`config.mk`:
```
export PLATFORM = sky130hd
export DESIGN_NAME = cwc_capture_ctrl_flat
export DESIGN_NICKNAME = d
export VERILOG_FILES = /design/src/rtl/cwc_capture_if.sv /design/src/rtl/cwc_capture_ctrl.sv /design/src/flat_wrapper.sv
export SDC_FILE = /design/constraint.sdc
export NUM_CORES = 1
export LEC_CHECK = 0
export BUFFER_PORTS_ARGS = -buffer_cell sky130_fd_sc_hd__buf_4
export CAP_MARGIN = 20
export CORE_MARGIN = 1.5
export CORE_UTILIZATION = 57
export CTS_CLUSTER_SIZE = 24
export DETAILED_ROUTE_END_ITERATION = 8
export PLACE_DENSITY = 0.85
export RECOVER_POWER = 25
export SLEW_MARGIN = 10
export SYNTH_ARGS = -nofsm -noshare
export SYNTH_HDL_FRONTEND = slang
export SYNTH_SLANG_ARGS = --single-unit
```
`constraint.sdc`:
```
create_clock -name clk -period 3.9 [get_ports clk]
set_input_delay 0.39 -clock clk [delete_from_list [all_inputs] [get_ports clk]]
set_output_delay 0.39 -clock clk [all_outputs]
set_load 0.02 [all_outputs]
```
`src/rtl/cwc_capture_if.sv`:
```
// Capture controller bus: arm/config from the host, sample RAM write port and status back.
// CWC_CAPTURE_TRIG_EDGE_EN adds the per-bit trig_edge select.
interface cwc_capture_if #(
  parameter int DATA_W = 32,
  parameter int DEPTH  = 1024,
  parameter int ADDR_W = $clog2(DEPTH)
);
  logic              arm;
  logic              abort;
  logic [DATA_W-1:0] probe_data;
  logic [DATA_W-1:0] trig_mask;
  logic [DATA_W-1:0] trig_value;
`ifdef CWC_CAPTURE_TRIG_EDGE_EN
  logic [DATA_W-1:0] trig_edge;
`endif
  logic [ADDR_W-1:0] pre_cnt;
  logic              ram_we;
  logic [ADDR_W-1:0] ram_waddr;
  logic [DATA_W-1:0] ram_wdata;
  logic              busy;
  logic              triggered;
  logic              done;
  logic [ADDR_W-1:0] trig_addr;
  logic [ADDR_W-1:0] start_addr;

  modport master (
`ifdef CWC_CAPTURE_TRIG_EDGE_EN
    output trig_edge,
`endif
    output arm, abort, probe_data, trig_mask, trig_value, pre_cnt,
    input  ram_we, ram_waddr, ram_wdata, busy, triggered, done, trig_addr, start_addr
  );

  modport slave (
`ifdef CWC_CAPTURE_TRIG_EDGE_EN
    input  trig_edge,
`endif
    input  arm, abort, probe_data, trig_mask, trig_value, pre_cnt,
    output ram_we, ram_waddr, ram_wdata, busy, triggered, done, trig_addr, start_addr
  );
endinterface

```
`src/rtl/cwc_capture_ctrl.sv`:
```
// ChipWatcher capture sequencer: pre-trigger fill, circular trigger wait, post count.
// Optional edge-qualified trigger bits when CWC_CAPTURE_TRIG_EDGE_EN is defined.
//
// state  | meaning
// S_IDLE | no capture, all outputs 0, waiting for arm
// S_PRE  | writing the pre-trigger samples, trigger ignored
// S_WAIT | circular writes, comparing every sample against the trigger
// S_POST | writing the remaining DEPTH-1-pre samples after the trigger
// S_DONE | capture complete, done held until arm/abort/rst
module cwc_capture_ctrl #(
  parameter  int DATA_W = 32,
  parameter  int DEPTH  = 1024,
  localparam int ADDR_W = $clog2(DEPTH)
) (
  input  logic         clk,
  input  logic         rst,
  cwc_capture_if.slave cap
);

  typedef enum logic [2:0] {S_IDLE, S_PRE, S_WAIT, S_POST, S_DONE} state_t;

  localparam logic [ADDR_W-1:0] MAX_ADDR = ADDR_W'(DEPTH - 1);
  localparam logic [ADDR_W-1:0] ONE      = ADDR_W'(1);

  state_t            state_q, state_d;
  logic [ADDR_W-1:0] cnt_q;
  logic [ADDR_W-1:0] pre_q;
  logic [ADDR_W-1:0] wptr_q;
  logic [DATA_W-1:0] mask_q;
  logic [DATA_W-1:0] value_q;
  logic              we_q;
  logic [ADDR_W-1:0] waddr_q;
  logic [DATA_W-1:0] wdata_q;
  logic              trig_q;
  logic              done_q;
  logic [ADDR_W-1:0] trig_addr_q;
  logic [ADDR_W-1:0] start_addr_q;
  logic              sampling;
  logic              match;
  logic [ADDR_W-1:0] post_len;

  assign sampling = (state_q == S_PRE) || (state_q == S_WAIT) || (state_q == S_POST);
  assign post_len = MAX_ADDR - pre_q;

`ifdef CWC_CAPTURE_TRIG_EDGE_EN
  logic [DATA_W-1:0] edge_q;
  logic [DATA_W-1:0] prev_q;
  logic              prev_vld_q;
  logic [DATA_W-1:0] edge_sel;

  // Edge bits need a real previous sample; right after arm there is none.
  assign edge_sel = edge_q & mask_q;
  assign match = (((cap.probe_data ^ value_q) & mask_q) == '0)
              && (((~(prev_q ^ cap.probe_data)) & edge_sel) == '0)
              && (prev_vld_q || (edge_sel == '0));
`else
  assign match = ((cap.probe_data ^ value_q) & mask_q) == '0;
`endif

  always_comb begin
    state_d = state_q;
    case (state_q)
      S_IDLE, S_DONE: if (cap.arm) state_d = (cap.pre_cnt == '0) ? S_WAIT : S_PRE;
      S_PRE:          if (cnt_q == ONE) state_d = S_WAIT;
      S_WAIT:         if (match) state_d = (post_len == '0) ? S_DONE : S_POST;
      S_POST:         if (cnt_q == ONE) state_d = S_DONE;
      default:        state_d = S_IDLE;
    endcase
    if (cap.abort) state_d = S_IDLE;
  end

  always_ff @(posedge clk) begin
    if (rst) begin
      state_q      <= S_IDLE;
      cnt_q        <= '0;
      pre_q        <= '0;
      wptr_q       <= '0;
      mask_q       <= '0;
      value_q      <= '0;
      we_q         <= 1'b0;
      waddr_q      <= '0;
      wdata_q      <= '0;
      trig_q       <= 1'b0;
      done_q       <= 1'b0;
      trig_addr_q  <= '0;
      start_addr_q <= '0;
`ifdef CWC_CAPTURE_TRIG_EDGE_EN
      edge_q       <= '0;
      prev_q       <= '0;
      prev_vld_q   <= 1'b0;
`endif
    end else begin
      state_q <= state_d;
      if (cap.abort) begin
        we_q         <= 1'b0;
        waddr_q      <= '0;
        wdata_q      <= '0;
        wptr_q       <= '0;
        trig_q       <= 1'b0;
        done_q       <= 1'b0;
        trig_addr_q  <= '0;
        start_addr_q <= '0;
      end else begin
        we_q <= sampling;
        if (sampling) begin
          wdata_q <= cap.probe_data;
          waddr_q <= wptr_q;
          wptr_q  <= wptr_q + ONE;
`ifdef CWC_CAPTURE_TRIG_EDGE_EN
          prev_q     <= cap.probe_data;
          prev_vld_q <= 1'b1;
`endif
        end
        case (state_q)
          S_IDLE, S_DONE: begin
            if (cap.arm) begin
              // An ADDR_W-wide pre_cnt can never exceed DEPTH-1, so no clamp logic is needed.
              pre_q        <= cap.pre_cnt;
              cnt_q        <= cap.pre_cnt;
              mask_q       <= cap.trig_mask;
              value_q      <= cap.trig_value;
              wptr_q       <= '0;
              trig_q       <= 1'b0;
              done_q       <= 1'b0;
              trig_addr_q  <= '0;
              start_addr_q <= '0;
`ifdef CWC_CAPTURE_TRIG_EDGE_EN
              edge_q       <= cap.trig_edge;
              prev_vld_q   <= 1'b0;
`endif
            end
          end
          S_PRE: cnt_q <= cnt_q - ONE;
          S_WAIT: begin
            if (match) begin
              trig_addr_q  <= wptr_q;
              start_addr_q <= wptr_q - pre_q;
              cnt_q        <= post_len;
              trig_q       <= 1'b1;
              if (post_len == '0) done_q <= 1'b1;
            end
          end
          S_POST: begin
            cnt_q <= cnt_q - ONE;
            if (cnt_q == ONE) done_q <= 1'b1;
          end
          default: ;
        endcase
      end
    end
  end

  assign cap.ram_we     = we_q;
  assign cap.ram_waddr  = waddr_q;
  assign cap.ram_wdata  = wdata_q;
  assign cap.busy       = sampling;
  assign cap.triggered  = trig_q;
  assign cap.done       = done_q;
  assign cap.trig_addr  = trig_addr_q;
  assign cap.start_addr = start_addr_q;

endmodule

```
`src/flat_wrapper.sv`:
```
// flat-port wrapper written by rule: the top's interface ports become plain ports
module cwc_capture_ctrl_flat 
#(
  parameter  int DATA_W = 32,
  parameter  int DEPTH  = 1024,
  localparam int ADDR_W = $clog2(DEPTH)
)
  (clk, rst, cap_arm, cap_abort, cap_probe_data, cap_trig_mask, cap_trig_value, cap_pre_cnt, cap_ram_we, cap_ram_waddr, cap_ram_wdata, cap_busy, cap_triggered, cap_done, cap_trig_addr, cap_start_addr);
  cwc_capture_if #(.DATA_W(DATA_W), .DEPTH(DEPTH)) cap_i ();
  input  logic clk;
  input  logic rst;
  input wire logic [$bits(cap_i.arm)-1:0] cap_arm;
  input wire logic [$bits(cap_i.abort)-1:0] cap_abort;
  input wire logic [$bits(cap_i.probe_data)-1:0] cap_probe_data;
  input wire logic [$bits(cap_i.trig_mask)-1:0] cap_trig_mask;
  input wire logic [$bits(cap_i.trig_value)-1:0] cap_trig_value;
  input wire logic [$bits(cap_i.pre_cnt)-1:0] cap_pre_cnt;
  output wire logic [$bits(cap_i.ram_we)-1:0] cap_ram_we;
  output wire logic [$bits(cap_i.ram_waddr)-1:0] cap_ram_waddr;
  output wire logic [$bits(cap_i.ram_wdata)-1:0] cap_ram_wdata;
  output wire logic [$bits(cap_i.busy)-1:0] cap_busy;
  output wire logic [$bits(cap_i.triggered)-1:0] cap_triggered;
  output wire logic [$bits(cap_i.done)-1:0] cap_done;
  output wire logic [$bits(cap_i.trig_addr)-1:0] cap_trig_addr;
  output wire logic [$bits(cap_i.start_addr)-1:0] cap_start_addr;
  assign cap_i.arm = cap_arm;
  assign cap_i.abort = cap_abort;
  assign cap_i.probe_data = cap_probe_data;
  assign cap_i.trig_mask = cap_trig_mask;
  assign cap_i.trig_value = cap_trig_value;
  assign cap_i.pre_cnt = cap_pre_cnt;
  assign cap_ram_we = cap_i.ram_we;
  assign cap_ram_waddr = cap_i.ram_waddr;
  assign cap_ram_wdata = cap_i.ram_wdata;
  assign cap_busy = cap_i.busy;
  assign cap_triggered = cap_i.triggered;
  assign cap_done = cap_i.done;
  assign cap_trig_addr = cap_i.trig_addr;
  assign cap_start_addr = cap_i.start_addr;
  cwc_capture_ctrl #(.DATA_W(DATA_W), .DEPTH(DEPTH)) u_core (.clk(clk), .rst(rst), .cap(cap_i));
endmodule
```
==> results_dict.tcl, run 1 <==
set metrics [dict create \
    p_switching_w 0.000976 \
    tns_ns 0 \
    n_antenna_cell 0 \
    die_area_sq_um 13100 \
    crit_chain "xor2_1 > a22oi_1 > nand4_1 > nor4_2 > buf_4 > o32ai_1 > nor3_2 > buf_4 > mux2i_1" \
    synth_area_leader_cell "dfxtp_1" \
    p_leak_nw 3.49 \
    grt_max_degree 64 \
    synth_nets 1027 \
    dr_wl_met2_um 9640 \
    seq_area_frac_synth_pct 45.9 \
    cpMostUsedCell "buf_4" \
    synth_seq_cells 162 \
    synth_area_leaders "dfxtp_1, nand2_1, a21oi_1, xor2_1, clkbuf_1" \
    track_usage_pct 30.5 \
    crit_type "reg2reg" \
    p_int_w 0.00291 \
    gp_congestion 0.854 \
    cp.arrival_ns 3.05 \
    rsz0062_at_grt "false" \
    clockRootBuffer "clkbuf_16" \
    critPathMaxFanout 12 \
    synth_largest_type_area_fraction_pct 45.9 \
    nets 1180 \
    initial_core_util_pct 58.6 \
    layout_setup_ws_ns 1.20 \
    drive_above_1_share_pct 16.4 \
    fp-row-count 40 \
    slowest_stage "nor3_2" \
    crit_required_ns 4.25 \
    skew_ns 0.00903 \
    cts.path.max_buffers 2 \
    worstMarginPinSlew_ns 0.703 \
    setup_viol 0 \
    worst-path-buf-inv 2 \
    start_kind "register" \
    hold_viol 0 \
    synthArstFlopShare_pct 0 \
    fin_crit_ns 2.70 \
    overflow 0 \
    fillers 954 \
    area_delta_synth_final_pct 25.8 \
    clock_latency_ns 0.43 \
    io_pins 176 \
    ys_warn_count 0 \
    avgSynthCellArea_sq_um 7.82 \
    clk_pin_slew_worst_paths_ns 0.06 \
    synth_edf_count 0 \
    wl_per_cell_um 15.7 \
    cts_resized 0 \
    syn_inst 904 \
    synthFlopType "dfxtp_1" \
    regArea_sq_um 3240 \
    grt_pass1_wl_um 31300 \
    fin_crit_sh_pct 69.3 \
    layout_common_cells "nand2_1, dfxtp_1, a21oi_1, buf_4, clkbuf_1" \
    coreArea_sq_um 12100 \
    die_x_um 114 \
    swShare_pct 25.1 \
    max_slew_margin_pct 53.0 \
    wl_met3_um 1450 \
    timing.fmax_ghz 0.370 \
    grt_pass1_vias 6555 \
    grt_antenna_before_repair 0 \
    hpwlAfterDp_um 13400 \
    multi_input_area_sq_um 3560 \
    end_kind "register" \
    postCtsSetupBuffers 0 \
    die_h_um 114 \
    cp_top_family "simple AND/OR/NAND/NOR gates" \
    top_layer "met4" \
    first_pass_iters 5 \
    routed_wl_um 19500 \
    cts_sinks 162 \
    status "finished, final reports clean" \
    final_common_cell "nand2_1" \
    peakVddDrop_uv 347 \
    port_buffers 175 \
    drc 0 \
    drt-initial-drc-count 603 \
    drv_cap 0 \
    slowest_delay_ns 0.56 \
    synthesis.area_sq_um 7070 \
    tritoncts "yes" \
    htree_levels 4 \
    viasPerCell 5.54 \
    p_per_area_nw_per_um2 437 \
    ys_types 46 \
    p_seq_share_pct 45.1 \
    pre_cts_slack_ns 1.03 \
    ant_nets 0 \
    hp-class "in2reg" \
    report.final.slew_viol_count 0 \
    power.share.clock_pct 42.3 \
    wl_met1_um 7960 \
    cts_hold_buf 0 \
    cts_inserted_buffers 17 \
    p_comb_share_pct 12.6 \
    num_vias 6857 \
]
-- per-layer routing --
metal,up-vias,track usage (%)
met1,3205,36.5
met5,-,0
met4,0,11.8
met2,273,51.5
met3,38,9.53
li1,3341,-
-- power groups by stage --
stage	Combinational (W)	Sequential, W	Clock, W
6_report	0.000490	0.00175	0.00164
3_5_place_dp	0.000487	0.00179	0
4_1_cts	0.000492	0.00175	0.00165
5_1_grt	0.000539	0.00176	0.00173
3_3_place_gp	0.000478	0.00179	0
2_1_floorplan	0.000289	0.00178	0
-- cell type report --
class	instances	area share (%)
well taps	168	2.36
clock inverters	8	0.830
multi-input cells	667	40.0
repair buffers	188	13.6
inverters	21	0.886
clock buffers	24	5.87
flip-flops and latches	162	36.5
-- sequential cells by signal, indices dropped and copies added (netlist names), 3 cells and up --
signal and count:
u_core.value_q 32, u_core.cap.trig_addr 10, u_core.wptr_q 10, u_core.mask_q 32, u_core.pre_q 10, u_core.state_q 3
u_core.cnt_q 10, u_core.cap.ram_waddr 10, u_core.cap.start_addr 10, u_core.cap.ram_wdata 32
-- worst paths after layout --
path,start,end,slack [ns],depth (start not counted)
min reg2reg,u_core.cap.triggered,u_core.cap.triggered,0.45,2
max,u_core.value_q[15],u_core.cnt_q[2],1.20,9
min,cap_trig_value[18],u_core.value_q[18],0.21,3
max reg2reg,u_core.value_q[15],u_core.cnt_q[2],1.20,9
-- cell families (layout without fill, tap and decap cells) --
logic type / count (synthesis) / after routing / share of synthesized area (%)
and+or+nand+nor: 382 / 382 / 22.9
AOI/OAI and AO/OA: 208 / 208 / 16.6
DFF: 162 / 162 / 45.9
buffers and inverters: 75 / 241 / 4.09
xor gates and xnor gates: 53 / 53 / 6.57
adders and majority gates: 13 / 13 / 2.41
muxes: 11 / 11 / 1.57
-- cell usage after synthesis, types with 3 or more instances --
library cell	instances
nor2b_1	6
or2_2	5
o21ai_0	10
buf_1	3
o221ai_1	7
dfxtp_1	162
ha_1	12
a31oi_1	9
nor4_1	5
mux2i_1	10
and3_1	7
nand4_1	8
inv_1	19
clkbuf_1	50
nand3_1	29
xnor2_1	5
o211ai_1	4
nor2_1	46
nand2b_1	11
a22oi_1	16
xor2_1	48
a21oi_1	146
nand2_1	251
o21a_1	4
nor3_1	8
-- stage by stage --
step                cell area, sq um  total power (W)  instances  hold slack [ns]  utilization, %
detailed placement              8510          0.00227       1206            0.447            70.6
global placement                8510          0.00226       1206            0.442            70.6
finish                          8890          0.00388       1238            0.207            73.7
CTS                             9110          0.00390       1238            0.203            75.5
global route                    8890          0.00403       1238            0.203            73.7
floorplan                       7070          0.00207        904            0.436               -
-- worst reg2reg max path, stage by stage, from the launching register on --
cell and delay [ns]:
dfxtp_1 0.32, xor2_1 0.16, a22oi_1 0.24, nand4_1 0.17, nor4_2 0.32, buf_4 0.23
o32ai_1 0.18, nor3_2 0.56, buf_4 0.27, mux2i_1 0.19
No activity file was read; power rests on OpenSTA's default activity.
==> run 2: changes to the inputs <==
--- a/config.mk
+++ b/config.mk
@@ -5,13 +5,14 @@
 export SDC_FILE = /design/constraint.sdc
 export NUM_CORES = 1
 export LEC_CHECK = 0
+export ABC_AREA = 1
 export BUFFER_PORTS_ARGS = -buffer_cell sky130_fd_sc_hd__buf_4
 export CAP_MARGIN = 20
 export CORE_MARGIN = 1.5
-export CORE_UTILIZATION = 57
+export CORE_UTILIZATION = 49
 export CTS_CLUSTER_SIZE = 24
 export DETAILED_ROUTE_END_ITERATION = 8
-export PLACE_DENSITY = 0.85
+export PLACE_DENSITY = 0.77
 export RECOVER_POWER = 25
 export SLEW_MARGIN = 10
 export SYNTH_ARGS = -nofsm -noshare
==> constraint.sdc (replaced) <==
create_clock -name clk -period 2.3 [get_ports clk]
set_input_delay 0.23 -clock clk [delete_from_list [all_inputs] [get_ports clk]]
set_output_delay 0.23 -clock clk [all_outputs]
set_load 0.02 [all_outputs]
==> run 2 against run 1 <==
  * Power up 84%
  * Critical path type is now reg2out
  * Die area rose by 20%
  * Synthesized cell count is 16% higher
==> results_dict.tcl, run 2 <==
set metrics [dict create \
    final_common_cell "nand2_1" \
    worst-path-buf-inv 4 \
    clk_pin_slew_worst_paths_ns 0.07 \
    gp_congestion 0.925 \
    fp-row-count 44 \
    synth.most_common_cell "nand2_1" \
    htree_levels 4 \
    ys_types 40 \
    timing.fmax_ghz 0.475 \
    status "finished, final reports clean" \
    synth_area_leaders "dfxtp_1, nand2_1, o21ai_0, nor2_1, a21oi_1" \
    end_kind "primary output" \
    clockRootBuffer "clkbuf_16" \
    drc 0 \
    tritoncts "yes" \
    setup_viol 0 \
    wl_met3_um 1840 \
    port_buffers 175 \
    critPathMaxFanout 62 \
    die_x_um 125 \
    worstMarginPinSlew_ns 0.580 \
    top_layer "met4" \
    cts_inserted_buffers 17 \
    synth_nets 1169 \
    synthFlopType "dfxtp_1" \
    cp.arrival_ns 1.88 \
    ant_nets 0 \
    cts.path.max_buffers 2 \
    start_kind "register" \
    grt_pass1_wl_um 33000 \
    synthArstFlopShare_pct 0 \
    synth_largest_type_area_fraction_pct 44.2 \
    synth_seq_cells 162 \
    drive_above_1_share_pct 15.0 \
    r2r_slack_ns 0.21 \
    crit_type "reg2out" \
    initial_core_util_pct 50.2 \
    slowest_stage "dfxtp_1" \
    fillers 1365 \
    p_per_area_nw_per_um2 779 \
    fin_crit_ns 2.11 \
    first_pass_iters 6 \
    io_pins 176 \
    crit_chain "inv_2 > nand2_4 > nand2_4 > inv_2 > buf_12 > buf_4" \
    p_leak_nw 4.12 \
    max_slew_margin_pct 61.3 \
    track_usage_pct 26.1 \
    cp_top_family "buffers and inverters" \
    avgSynthCellArea_sq_um 7.01 \
    cts_hold_buf 0 \
    overflow 0 \
    layout_common_cells "nand2_1, dfxtp_1, nor2_1, buf_4, inv_1" \
    grt_pass1_vias 6808 \
    dr_wl_met2_um 9410 \
    tns_ns 0 \
    worst_hold_slack_ns 0.0165 \
    hold_viol 0 \
    layout_setup_ws_ns 0.195 \
    synthesis.area_sq_um 7330 \
    grt_antenna_before_repair 0 \
    pre_cts_slack_ns 0.210 \
    num_vias 7226 \
    seq_area_frac_synth_pct 44.2 \
    hp-class "in2reg" \
    synth_area_leader_cell "dfxtp_1" \
    drv_cap 0 \
    report.final.slew_viol_count 0 \
    syn_inst 1046 \
    area_delta_synth_final_pct 25.1 \
    coreArea_sq_um 14600 \
    synth_edf_count 0 \
    die_h_um 125 \
    die_area_sq_um 15700 \
    skew_ns 0.0109 \
    peakVddDrop_uv 521 \
    rsz0062_at_grt "false" \
    wl_met1_um 8670 \
    cts_sinks 162 \
    nets 1326 \
    clock_latency_ns 0.43 \
    wl_per_cell_um 14.6 \
    n_antenna_cell 0 \
    slowest_delay_ns 0.39 \
    drt-initial-drc-count 517 \
    hpwlAfterDp_um 14600 \
    viasPerCell 5.16 \
    crit_required_ns 2.07 \
    cts_resized 0 \
    fin_crit_sh_pct 91.5 \
    routed_wl_um 20400 \
    yosys-top-cells-count "nand2_1, dfxtp_1, nor2_1, inv_1, o21ai_0" \
    postCtsSetupBuffers 0 \
    ys_warn_count 0 \
    grt_max_degree 102 \
]
==> run 2: cell types whose count changed after synthesis, moves of 19 or more <==
cell and change:
nand2_1 -58, inv_1 +105, nand3_1 +19, nor2_1 +108, clkbuf_1 -23, o21ai_0 +106
a21oi_1 -44, xor2_1 -43
==> run 2: metrics by stage <==
| step | total power (W) | instance area [sq um] | util (%) | std cells |
|---|---|---|---|---|
| floorplan | 0.00389 | 7330 | - | 1046 |
| global placement | 0.00432 | 8780 | 60.2 | 1368 |
| detailed placement | 0.00434 | 8780 | 60.2 | 1368 |
| CTS | 0.00720 | 9380 | 64.3 | 1400 |
| global route | 0.00745 | 9170 | 62.9 | 1400 |
| finish | 0.00714 | 9170 | 62.9 | 1400 |
==> run 2: cell type report <==
| class | count | area [sq um] | area share [%] |
|---|---|---|---|
| timing repair buffer | 186 | 1220 | 13.3 |
| multi-input combinational | 707 | 3390 | 36.9 |
| inverter | 129 | 485 | 5.29 |
| tap | 184 | 230 | 2.51 |
| clock buffer | 19 | 443 | 4.83 |
| clock inverter | 13 | 161 | 1.76 |
| sequential | 162 | 3240 | 35.4 |
==> run 2: cells by family after synthesis <==
group | synth area share (%)
compound gates | 17.8
xor+xnor | 0.836
fa+ha+maj | 2.32
buf+inv | 9.63
flops | 44.2
simple gates | 25.1
==> run 2: path summary, 6_finish.rpt <==
| check | start | to | cells after the start |
|---|---|---|---|
| worst max register to register | u_core.wptr_q[0] | u_core.cap.start_addr[8] | 9 |
| worst min register to register | u_core.cap.done | u_core.cap.done | 2 |
| worst max-delay path | u_core.state_q[0] | cap_busy | 6 |
| worst min-delay path | cap_trig_mask[6] | u_core.mask_q[6] | 3 |
==> run 2: report_power, final <==
group	total [W]	internal, W	switching (W)
clock	0.00288	0.00173	0.00115
sequential	0.00307	0.00298	0.0000978
combinational	0.00119	0.000445	0.000744
total	0.00714	0.00515	0.00199
==> run 2: worst min-delay path, delay by kind of cell <==
kind / cells / cell delay [ns]
AND/OR/NAND/NOR: 2 / 0.11
buffers and inverters: 1 / 0.08
==> run 2: metal layers <==
metal | track usage (%) | vias up
met5 | 0 | -
met2 | 43.0 | 262
li1 | - | 3712
met3 | 9.50 | 42
met4 | 10.2 | 0
met1 | 31.0 | 3210
==> run 3: changes to the inputs <==
--- a/config.mk
+++ b/config.mk
@@ -9,10 +9,10 @@
 export BUFFER_PORTS_ARGS = -buffer_cell sky130_fd_sc_hd__buf_4
 export CAP_MARGIN = 20
 export CORE_MARGIN = 1.5
-export CORE_UTILIZATION = 49
+export CORE_UTILIZATION = 54
 export CTS_CLUSTER_SIZE = 24
 export DETAILED_ROUTE_END_ITERATION = 8
-export PLACE_DENSITY = 0.77
+export PLACE_DENSITY = 0.85
 export RECOVER_POWER = 25
 export SLEW_MARGIN = 10
 export SYNTH_ARGS = -nofsm -noshare
==> constraint.sdc (replaced) <==
create_clock -name clk -period 2.2 [get_ports clk]
set_input_delay 0.22 -clock clk [delete_from_list [all_inputs] [get_ports clk]]
set_output_delay 0.22 -clock clk [all_outputs]
set_load 0.02 [all_outputs]
==> run 3 against run 2 <==
  * Utilization is 6.5 points higher
  * Die area is 9.0% lower
  * First-iteration DRC count is 0.77% lower
  * Cell count is 0.43% lower
  * Power is 2.4% higher
  * Hold slack worse by 0.011 ns
  * Global-route usage is 3.5 points higher
  * Critical endpoint unchanged
  * Largest power group unchanged
==> results_dict.tcl, run 3 (same netlist as run 2, synthesis figures left out) <==
set metrics [dict create \
    hp-start "cap_trig_mask[2]" \
    io_pins 176 \
    cts.path.max_buffers 2 \
    setup_viol 0 \
    n_antenna_cell 0 \
    grt_antenna_before_repair 0 \
    crit_required_ns 1.98 \
    die_area_sq_um 14300 \
    cts_sinks 162 \
    cp.depth 6 \
    p_comb_share_pct 17.2 \
    drc 0 \
    ant_nets 0 \
    min_path_cells 3 \
    die_x_um 120 \
    r2r_cells 12 \
    rsz0062_at_grt "true" \
    fp-row-count 42 \
    r2r_slack_ns 0.20 \
    initial_core_util_pct 55.3 \
    p_leak_nw 4.14 \
    final_common_cell "nand2_1" \
    worstReg2RegStart "u_core.value_q[9]" \
    drv_cap 0 \
    cp_top_family "buffers and inverters" \
    status "finished, final reports clean" \
    start_kind "register" \
    cp.arrival_ns 1.90 \
    hold_viol 0 \
    r2r-end "u_core.cap.trig_addr[4]" \
    p_seq_share_pct 43.9 \
    die_h_um 120 \
    drive_above_1_share_pct 15.0 \
    clock_latency_ns 0.43 \
    startpoint "u_core.state_q[0]" \
    power.share.clock_pct 38.9 \
    postCtsSetupBuffers 0 \
    p_int_w 0.00531 \
    skew_ns 0.0109 \
    grt_pass1_vias 6931 \
    multi_input_area_sq_um 3390 \
    crit_type "reg2out" \
    hpwlAfterDp_um 15000 \
    nets 1330 \
    fin_util_pct 69.3 \
    layout_setup_ws_ns 0.0784 \
    critPathMaxFanout 59 \
    max_slew_margin_pct 60.6 \
    coreArea_sq_um 13200 \
    worstMarginPinSlew_ns 0.591 \
    viasPerCell 5.30 \
    gp_congestion 0.956 \
    end_kind "primary output" \
    p_switching_w 0.00201 \
    tritoncts "yes" \
    port_buffers 175 \
    routed_wl_um 20700 \
    track_usage_pct 29.6 \
    fillers 1198 \
    htree_levels 4 \
    fin_crit_ns 2.12 \
    first_pass_iters 8 \
    worstSetupEndpoint "cap_busy" \
    regArea_sq_um 3240 \
    cts_inserted_buffers 17 \
    fin_crit_sh_pct 96.4 \
    wl_per_cell_um 14.8 \
    swShare_pct 27.5 \
    worst-path-buf-inv 4 \
    p_per_area_nw_per_um2 797 \
    clk_pin_slew_worst_paths_ns 0.06 \
    report.final.slew_viol_count 0 \
    timing.fmax_ghz 0.471 \
    grt_pass1_wl_um 33300 \
    peakVddDrop_uv 614 \
    layout_common_cells "nand2_1, dfxtp_1, nor2_1, buf_4, inv_1" \
    pre_cts_slack_ns 0.163 \
    grt_max_degree 60 \
    area_delta_synth_final_pct 25.3 \
    num_vias 7386 \
    hp-class "in2reg" \
    slowest_stage "dfxtp_1" \
    slowest_delay_ns 0.37 \
    cpMostUsedCell "nand2_4" \
    clockRootBuffer "clkbuf_16" \
    drt-initial-drc-count 513 \
    overflow 0 \
    crit_chain "inv_2 > nand2_4 > nand2_4 > inv_8 > buf_12 > buf_4" \
]
run 3: cell count changes in the layout (fill, tap and decap cells not counted), sizes merged:
cell	change
clkinvlp	-3
clkinv	-4
buf	+4
clkbuf	+6
bufinv	-2
dlygate4sd3	+1
run 3: area by class of cell:
cell class,count,area share [%]
Clock inverter,4,0.518
Clock buffer,26,5.66
Timing Repair Buffer,190,13.9
Inverter,129,5.37
Sequential cell,162,35.3
Multi-Input combinational cell,707,36.9
Tap cell,176,2.40
run 3: worst min-delay path by stage:
stage	end	slack, ns
6_report	u_core.mask_q[2]	0.006
5_1_grt	u_core.mask_q[7]	0.007
4_1_cts	u_core.mask_q[2]	0.0008
3_5_place_dp	u_core.mask_q[3]	0.45
3_3_place_gp	u_core.mask_q[5]	0.44
2_1_floorplan	u_core.mask_q[12]	0.35
run 3: power by group through the flow:
stage                     registers (W)  logic [W]  clock network, W
after floorplan                 0.00330   0.000769                 0
after global placement          0.00327    0.00124                 0
after detailed placement        0.00327    0.00126                 0
after CTS                       0.00321    0.00128           0.00287
after global routing            0.00323    0.00141           0.00301
final                           0.00321    0.00126           0.00284
run 3: stage by stage:
step / std cells / area [sq um] / power [W] / TNS, ns / hold WS [ns]
after floorplan: 1046 / 7330 / 0.00407 / 0 / 0.355
after global placement: 1363 / 8800 / 0.00451 / 0 / 0.440
after detailed placement: 1363 / 8800 / 0.00454 / 0 / 0.446
after CTS: 1394 / 9380 / 0.00736 / 0 / 0.000760
after global routing: 1394 / 9180 / 0.00765 / -0.000267 / 0.00659
final: 1394 / 9180 / 0.00732 / 0 / 0.00581
run 3: layer usage:
metal | share of wire, % | track usage, %
met1 | 40 | 33.6
met2 | 48 | 49.1
met3 | 9.1 | 10.9
met4 | 3.5 | 14.4
met5 | 0 | 0
run 3: timing repair:
action | 4_1_cts | 5_1_grt
endpoints found under the hold margin | 1 | 0
resized for setup | 1 | 3
hold buffers | 1 | 0
endpoints found under the setup margin | 1 | 3
run 3: worst min-delay path, delay by kind of cell:
kind | cells | cell delay [ns]
buffers and inverters | 1 | 0.08
AND/OR/NAND/NOR | 2 | 0.11
